--- src/rtl/adder_result_accumulator.sv ---
// Accumulates blocks of LEN unsigned 26-bit adder sums into an ACC_W-bit total with a sticky overflow flag.
// Latency: the result is presented one cycle after the final sum of a block is accepted.
// Backpressure: the input stalls (IN_READY=0) while a completed result waits in HOLD for OUT_READY.
// Build option: define ADDER_RESULT_ACCUMULATOR_SATURATE_EN to clamp the total on overflow instead of wrapping.
module adder_result_accumulator #(
  parameter int ACC_W = 32,
  parameter int CNT_W = 8
) (
  input  logic             CLK,
  input  logic             RST,
  input  logic             IN_VALID,
  output logic             IN_READY,
  input  logic [25:0]      IN_S,
  input  logic [CNT_W-1:0] LEN,
  output logic             OUT_VALID,
  input  logic             OUT_READY,
  output logic [ACC_W-1:0] OUT_SUM,
  output logic             OUT_OVF,
  output logic             BUSY
);

  typedef enum logic [1:0] {
    IDLE = 2'd0,
    ACC  = 2'd1,
    HOLD = 2'd2
  } state_t;

  state_t           state, state_nxt;
  logic [ACC_W-1:0] acc, acc_nxt;
  logic [CNT_W-1:0] cnt, cnt_nxt;
  logic [CNT_W-1:0] target, target_nxt;
  logic             ovf, ovf_nxt;

  // One extra bit captures the carry-out of the running addition.
  logic [ACC_W:0]   sum_ext;
  logic             carry;

  assign sum_ext = {1'b0, acc} + (ACC_W + 1)'(IN_S);
  assign carry   = sum_ext[ACC_W];

  // Next-state, datapath updates and handshake outputs, decoded from the current state.
  always_comb begin
    state_nxt  = state;
    acc_nxt    = acc;
    cnt_nxt    = cnt;
    target_nxt = target;
    ovf_nxt    = ovf;
    IN_READY   = 1'b0;
    OUT_VALID  = 1'b0;
    BUSY       = 1'b0;
    case (state)
      IDLE: begin
        IN_READY = 1'b1;
        if (IN_VALID) begin
          // A zero length is treated as a single-sum block.
          target_nxt = (LEN == '0) ? CNT_W'(1) : LEN;
          acc_nxt    = ACC_W'(IN_S);
          cnt_nxt    = CNT_W'(1);
          ovf_nxt    = 1'b0;
          state_nxt  = (target_nxt == CNT_W'(1)) ? HOLD : ACC;
        end
      end
      ACC: begin
        IN_READY = 1'b1;
        BUSY     = 1'b1;
        if (IN_VALID) begin
          cnt_nxt = cnt + CNT_W'(1);
          ovf_nxt = ovf | carry;
`ifdef ADDER_RESULT_ACCUMULATOR_SATURATE_EN
          // Once clamped, the total stays pinned at full scale for the rest of the block.
          acc_nxt = (ovf | carry) ? {ACC_W{1'b1}} : sum_ext[ACC_W-1:0];
`else
          acc_nxt = sum_ext[ACC_W-1:0];
`endif
          state_nxt = (cnt_nxt == target) ? HOLD : ACC;
        end
      end
      HOLD: begin
        OUT_VALID = 1'b1;
        BUSY      = 1'b1;
        // Input is refused even in the release cycle; the next block starts from IDLE.
        if (OUT_READY) begin
          state_nxt = IDLE;
        end
      end
      default: begin
        state_nxt = IDLE;
      end
    endcase
  end

  // State and datapath registers; reset discards any partial block.
  always_ff @(posedge CLK) begin
    if (RST) begin
      state  <= IDLE;
      acc    <= '0;
      cnt    <= '0;
      target <= '0;
      ovf    <= 1'b0;
    end else begin
      state  <= state_nxt;
      acc    <= acc_nxt;
      cnt    <= cnt_nxt;
      target <= target_nxt;
      ovf    <= ovf_nxt;
    end
  end

  assign OUT_SUM = acc;
  assign OUT_OVF = ovf;

endmodule

--- config.mk ---
export PLATFORM = sky130hd
export DESIGN_NAME = adder_result_accumulator
export DESIGN_NICKNAME = d
export VERILOG_FILES = /design/src/rtl/adder_result_accumulator.sv
export SDC_FILE = /design/constraint.sdc
export NUM_CORES = 1
export LEC_CHECK = 0
export CAP_MARGIN = 20
export CORE_MARGIN = 4
export CORE_UTILIZATION = 35
export CTS_CLUSTER_SIZE = 12
export DETAILED_ROUTE_END_ITERATION = 7
export SLEW_MARGIN = 10
export SYNTH_ARGS = -nofsm -noshare
export SYNTH_HDL_FRONTEND = slang
export SYNTH_SLANG_ARGS = --single-unit
--- constraint.sdc ---
create_clock -name CLK -period 3.3 [get_ports CLK]
set_input_delay 0.33 -clock CLK [delete_from_list [all_inputs] [get_ports CLK]]
set_output_delay 0.33 -clock CLK [all_outputs]
set_load 0.02 [all_outputs]
Yosys cells after proc, flatten, opt, wreduce, memory -nomap -nowiden
Index checks and enable logic that the tools add are counted.
{"block": "word_totals", "ff_bits": 51, "elab_cells": 42, "inputBits": 38, "output_inout_bits": 36}
{"block": "classes", "n_eq_ne": 7, "mux": 19, "bitwise": 1, "n_addsub": 2, "n_reduce_logical": 8}
{"cell": "$mux 32", "count": 2}
{"cell": "$pmux 32 s2", "count": 1}
{"cell": "$add 32x26->33", "count": 1}
{"cell": "$mux 8", "count": 3}
{"cell": "$pmux 8 s2", "count": 1}
{"cell": "$mux 2", "count": 5}
{"cell": "$add 8x1->8 const B", "count": 1}
{"cell": "$eq 8x1->1 const B", "count": 1}
{"cell": "$eq 8x8->1", "count": 1}
{"cell": "$logic_not 8->1", "count": 1}
{"cell": "$ne 2x2->1 const B", "count": 3}
{"cell": "$pmux 2 s3", "count": 1}
{"cell": "$reduce_and 3->1", "count": 2}
{"cell": "$mux 1", "count": 5}
{"cell": "$reduce_or 2->1", "count": 2}
{"cell": "$eq 2x1->1 const B", "count": 1}
{"cell": "$eq 2x2->1 const B", "count": 1}
{"cell": "$logic_not 2->1", "count": 1}
{"cell": "$pmux 1 s2", "count": 1}
{"cell": "$reduce_and 2->1", "count": 1}
{"cell": "$reduce_bool 2->1", "count": 1}
{"cell": "$or 1x1->1", "count": 1}

Logic depth before layout (Yosys ltp)
{"block": "logic_depth", "ltp_word": 6, "mapped_depth": 10}

Worst setup path before layout
Ideal clock, no wire load.
{"block": "synth_timing", "path_type": "reg-to-reg", "startpoint": "register acc[0] (netlist: OUT_SUM[0])", "endpoint": "register acc[22] (netlist: OUT_SUM[22])", "arrival_ns": 2.346, "setup_time_ns": 0.142, "slack_ns": 0.812, "stages_incl_launch_ff": 10, "path_cell_list": "dfxtp_1 ha_1 fa_1 a21o_1 a221o_1 a211oi_2 o31ai_1 xor2_1 a211oi_1 a311oi_1"}
{"block": "synth_between", "elab_chain_cells": 3}
{"element": "start, declared", "line_no": "29", "source": "logic [ACC_W-1:0] acc, acc_nxt;"}
{"element": "start signal, assigned", "line_no": "102", "source": "acc <= acc_nxt;"}
{"element": "$add 32x26->33", "line_no": "38", "source": "assign sum_ext = {1'b0, acc} + (ACC_W + 1)'(IN_S);"}
{"element": "$mux 32", "line_no": "66", "source": "if (IN_VALID) begin"}
{"element": "$pmux 32 s2", "line_no": "51", "source": "case (state)"}
No other way between the ends. The select of a mux whose other input is x is not followed.
A chain may end at the register's enable or synchronous reset.

Final worst setup path
{"block": "layout_timing", "startpoint": "input port IN_S[0]", "endpoint": "register acc[10] (netlist: OUT_SUM[10])"}
{"block": "layout_between", "elab_chain_cells": 3}
{"element": "start, declared", "line_no": "13", "source": "input logic [25:0] IN_S,"}
{"element": "$add 32x26->33", "line_no": "38"}
{"element": "$mux 32", "line_no": "66"}
{"element": "$pmux 32 s2", "line_no": "51"}
No other way between the ends. The select of a mux whose other input is x is not followed.

==> metrics.yaml <==
synthesis:
  synthTopCellsByArea: "dfxtp_1 (26%), ha_1 (9.4%), a21oi_1 (6.9%)"
  yosys_most_used_dff: "dfxtp_1"
  synth-seq-area-share_pct: 25.50
  synth_area_sq_um: 4004
  yosysUniqueCellTypes: 65
  avgSynthCellArea_sq_um: 7.583
  ys_warn_count: 0
  mappedNetlistNets: 597
  ys_ff_latch: 51
  synth_top_area_share_pct: 25.50
  async_reset_ff_share_pct: 0
  syn_inst: 528
  yosysTopAreaCell: "dfxtp_1"
  synth_edf_count: 0
floorplanning:
  fp-row-count: 38
  core_sq_um: 11030
  io_pins: 74
  fp.dieArea_sq_um: 13210
  initial_core_util_pct: 36.30
  dieHeight_um: 115.0
  die_x_um: 115.0
global_routing:
  antenna_found_initial: 0
  grt_max_degree: 31
  grt_pass1_vias: 4257
  track_usage_pct: 19.00
  grt.overflow.total: 0
  grt_pass1_wl_um: 20560
place:
  dpl_cell_area_sq_um: 4901
  dpl.cell_count: 729
  numPortBuffers: 73
  dp_hpwl_um: 9471
  gp_congestion: 0.9165
route:
  first_pass_iters: 5
  drcViolationCount: 0
  wire_per_inst_um: 16.97
  vias_per_cell: 5.730
  drtIter0Drc: 171
  drt-total-wl_um: 12510
  postRouteAntennaNets: 0
  vias: 4223
sta:
  max_slew_margin_pct: 56.27
  finalMaxSlewViolations: 0
  worstMarginPinSlew_ns: 0.6500
  rsz0062_at_grt: "no"
  finalCritPeriodShare_pct: 82.88
  tns_ns: 0
  max_freq_mhz: 365.6
  finalClockSkew_ns: 0.006097
  period_needed_ns: 2.735
  setup_viol: 0
  hold_violations: 0
critical_path:
  reg2reg_depth: 9
  r2r_start: "OUT_SUM[0]"
  worstReg2RegEnd: "OUT_SUM[10]"
  crit_type: "in -> reg"
  critPathCaptureType: "flop"
  cp_max_fo: 3
  crit_path_start_kind: "input port"
  cp_data_arrival_time_ns: 2.95
  r2r_slack_ns: 0.71
  crit_required_ns: 3.51
layout:
  nets: 665
  finalNonFillerCells: 737
  fillCellCount: 1175
  layout_common_cells: "clkdlybuf4s50_1 (72), nand2_1 (69), a21oi_1 (55)"
  final_common_cell: "clkdlybuf4s50_1"
  design_area_sq_um: 5052
  synthToLayoutAreaGrowth_pct: 26.19
  final_core_util_pct: 45.80
  ff_latch_area_sq_um: 1021
  multi_input_area_sq_um: 2833
  drive_gt1_share_pct: 5.528
  antenna_cells: 0
hold_path:
  hold_path_startpoint: "RST"
  hold_path_class: "in -> reg"
  holdPathStages: 2
  hold_path_end: "cnt[6]"
power:
  report.power.total_mw: 2.369
  combinationalPowerShare_pct: 45.4
  p_int_mw: 1.420
  p_clk_share_pct: 23.5
  p_seq_share_pct: 31.2
  leakage_nw: 1.976
  switchingPower_mw: 0.9493
  swShare_pct: 40.07
  vdd_ir_drop_max_mv: 0.2915
  powerDensity_nw_per_um2: 468.9
clock_network:
  cts_setup_buffers: 0
  clkTransAtPathRegs_ns: 0.08
  cts-resized-gates: 0
  h-tree-depth: 2
  numCtsBuffers: 5
  cts_tree: "built"
  clk_latency_ns: 0.30
  cts_root_buf: "clkbuf_16"
  clock-sinks: 51
  ctsHoldBuffers: 0
  clock_path_buffers: 2
run_status:
  outcome: "finished clean"
job:
  cap_violations: 0
-- state kept, by name (all words and copies together), names as in the netlist --
register / cells
OUT_OVF: 1
target: 8
cnt: 8
state: 2
OUT_SUM: 32
-- routing by layer --
layer / routed length, um / global-route usage (%) / up-vias
met3: 827 / 3.632 / 19
met2: 5852 / 31.98 / 129
met5: 0 / 0 / -
met4: 252 / 6.729 / 0
met1: 5574 / 24.23 / 1980
li1: - / - / 2095
-- critical path, stage by stage --
cell	delay, ns
clkdlybuf4s50_1	0.42
ha_1	0.25
fa_1	0.41
a21o_1	0.22
a221oi_1	0.50
o211ai_1	0.19
a21o_1	0.21
xor2_1	0.14
nor2_1	0.06
a211oi_1	0.21
-- area by class of cell --
type / instances / share of cell area (%)
clock buffer: 5 / 2.476
tap: 140 / 3.467
sequential: 51 / 20.21
timing repair buffer: 87 / 16.44
multi-input combinational: 440 / 56.07
inverter: 11 / 0.8172
clock inverter: 3 / 0.5201
-- kinds of logic after synthesis --
logic type	Yosys count	share of synthesized area [%]
and+or+nand+nor	193	22.41
AOI/OAI and AO/OA	175	29.19
DFF	51	25.50
buffers and inverters	37	3.750
xor gates and xnor gates	31	6.781
adders and majority gates	31	9.875
muxes	10	2.500
-- power by group through the flow --
stage	clock network, mW	logic, mW	registers (mW)
6_report	0.556	1.08	0.738
2_1_floorplan	0	0.656	0.798
3_3_place_gp	0	1.06	0.750
3_5_place_dp	0	1.07	0.753
4_1_cts	0.571	1.08	0.739
5_1_grt	0.591	1.19	0.750
-- worst max-delay path by stage --
stage               start     endpoint  slack, ns  cells after the start
4_1_cts           IN_S[0]  OUT_SUM[10]       0.51                     10
6_report          IN_S[0]  OUT_SUM[10]       0.56                     10
3_3_place_gp      IN_S[0]  OUT_SUM[10]       0.25                     10
5_1_grt           IN_S[0]  OUT_SUM[10]       0.32                     10
2_1_floorplan  OUT_SUM[0]  OUT_SUM[22]       0.81                      9
3_5_place_dp      IN_S[0]  OUT_SUM[10]       0.21                     10
-- cell usage after synthesis (all sizes together), types with 13 or more instances --
master and instances:
a211oi 17, nand3 20, nor2 45, dfxtp 51
ha 30, o21ai 28, nor3 14, nand2 69
clkbuf 22, a21oi 56, xnor2 13, xor2 18
-- per-stage QoR --
stage	hold slack (ns)	setup slack (ns)
global route	0.4751	0.3233
detailed placement	0.4653	0.2064
finish	0.4501	0.5649
floorplan	0.4478	0.8121
global placement	0.4593	0.2491
CTS	0.4495	0.5085
No activity file was read; power rests on OpenSTA's default activity.
==> RTL edit: new RTL, same flow settings <==
`ACC_W`: 32 -> 64.
--- a/src/rtl/adder_result_accumulator.sv
+++ b/src/rtl/adder_result_accumulator.sv
@@ -5,3 +5,3 @@
 module adder_result_accumulator #(
-  parameter int ACC_W = 32,
+  parameter int ACC_W = 64,
   parameter int CNT_W = 8
Interface: changed (resized OUT_SUM); port bits go from 74 to 106. The function was not compared with the original's and may differ.
==> RTL edit against the unedited design <==
  * Setup slack worse by 0.17 ns
  * Hold slack better by 0.029 ns
  * Sequential share of layout area up 4.0 points
  * Area after synthesis increased by 33%
  * Final area up 36%
  * Sequential cell count up 32
  * Power is 31% higher
  * Critical endpoint is now OUT_SUM[50]
  * Wire length rose by 27%
  * Highest routed layer unchanged
  * Combinational power decreased by 9%
==> RTL edit: results (changes against the unedited design) <==
[route]
via_per_inst = 5.66  ; -1.2%
dr.pass1.iters = 5  ; unchanged
wl_um = 15900  ; +27%
drt_iter0_drc = 376  ; +120%

[yosys]
ys_warn_count = 0  ; unchanged
synthTopCellsByArea = dfxtp_1 (31%), ha_1 (7.1%), a21oi_1 (5.3%)
yosysSeqAreaShare = 0.313  ; +0.0581
syn_nets = 736  ; +23%
synthTopCellsByCount = dfxtp_1 (83), nor2_1 (69), nand2_1 (64)
synth_most_common_cell = dfxtp_1
yosysUniqueCellTypes = 66  ; +1.5%

[timing]
tightestPinTransition_ns = 0.753  ; +0.103 ns
skew_ns = 0.00901  ; +0.00291 ns
slew_viol_final = 0  ; unchanged

[cells_and_area]
final_nets = 834  ; +25%
nFillCells = 1465  ; +25%
post_route_cells_drive_above_1_share = 0.0623  ; +0.00706
largest_reg_flops = 64  ; +100%

[power_and_ir_drop]
power.switching_mw = 1.04  ; +9.8%
p_leak_nw = 2.46  ; +25%
ir_drop_mv = 0.326  ; +12%

[global_routing]
grt_max_degree = 28  ; -9.7%
grt_pass1_wl_um = 26400  ; +29%
grtUsageTotal = 0.181  ; -0.00902
grt_pass1_vias = 5214  ; +22%

[clock_tree]
htree_levels = 3  ; +1
worstSkewPairLatency_ns = 0.34  ; +0.04 ns
cts-buffers-inserted = 9  ; +4
cts_root_buffer = clkbuf_16

[worst_setup_path]
max_stage_delay_ns = 0.48  ; -0.02 ns
cp_slowest_cell = o21ai_2
path_max_fanout = 14  ; +11
cp.arrival_ns = 3.17  ; +0.22 ns
r2r_cells = 10  ; +1

[run_status]
outcome = finished clean

[placed_design]
portBuffers = 105  ; +44%
place.gp.congestion = 0.905  ; -1.3%
dpl.hpwl_um = 11900  ; +26%

[min_path]
hold_path_class = flop to flop
min_path_cells = 1  ; -1

[RTL edit: cell types whose count changed after synthesis, moves of 9 or more]
| cell | delta |
|---|---|
| nand4_1 | +13 |
| nor2_1 | +24 |
| xnor2_1 | +15 |
| o21ai_0 | +9 |
| dfxtp_1 | +32 |
| or3_1 | +9 |
| a222oi_1 | +9 |
[RTL edit: cells by family after synthesis]
| kind of cell | Yosys count | share of synthesized area |
|---|---|---|
| mux | 2 | 0.00377 |
| compound gates | 195 | 0.247 |
| simple gates | 256 | 0.237 |
| fa+ha+maj | 31 | 0.0745 |
| buf+inv | 51 | 0.0439 |
| xor+xnor | 49 | 0.0809 |
| flops | 83 | 0.313 |
[RTL edit: worst register-to-register path: cells and delay by family (launching register included)]
family,cells,cell delay (ns)
compound gates,7,1.64
fa+ha+maj,1,0.36
buf+inv,1,0.23
flops,1,0.33
simple gates,1,0.15
[RTL edit: path summary, 6_finish.rpt]
| path | start | endpoint | slack, ns |
|---|---|---|---|
| setup / recovery | IN_S[17] | OUT_SUM[50] | 0.39 |
| hold / removal | OUT_OVF | OUT_OVF | 0.48 |
| setup reg to reg | OUT_SUM[17] | OUT_SUM[50] | 0.52 |
| hold reg to reg | OUT_OVF | OUT_OVF | 0.48 |
[RTL edit: layout make-up]
cell class                 count  area (sq um)  share of cell area
inverter                      13          48.8             0.00712
timing repair buffer         125          1200               0.175
sequential                    83          1660               0.243
tap                          184           230              0.0336
clock inverter                 5          63.8             0.00932
clock buffer                  11           233              0.0340
multi-input combinational    533          3410               0.498
[RTL edit: through the flow]
step | area [sq um] | worst slack, ns | std cells
after global routing | 6850 | 0.0947 | 954
after global placement | 6550 | 0.102 | 938
after detailed placement | 6550 | 0.105 | 938
after CTS | 6850 | 0.436 | 954
after floorplan | 5310 | 0.739 | 667
final | 6850 | 0.393 | 954
[RTL edit: per-layer routing]
metal | part of all wire | vias to the layer above | global-route usage
met2 | 0.46 | 153 | 0.293
li1 | - | 2665 | -
met3 | 0.045 | 34 | 0.0325
met5 | 0 | - | 0
met4 | 0.028 | 0 | 0.0747
met1 | 0.47 | 2547 | 0.239
[RTL edit: power by group through the flow]
stage	registers (mW)	logic, mW	clock network [mW]
after floorplan	1.17	0.612	0
after global placement	1.13	0.974	0
after detailed placement	1.13	0.977	0
after CTS	1.11	0.986	1.05
after global routing	1.12	1.08	1.09
final	1.11	0.984	1.02
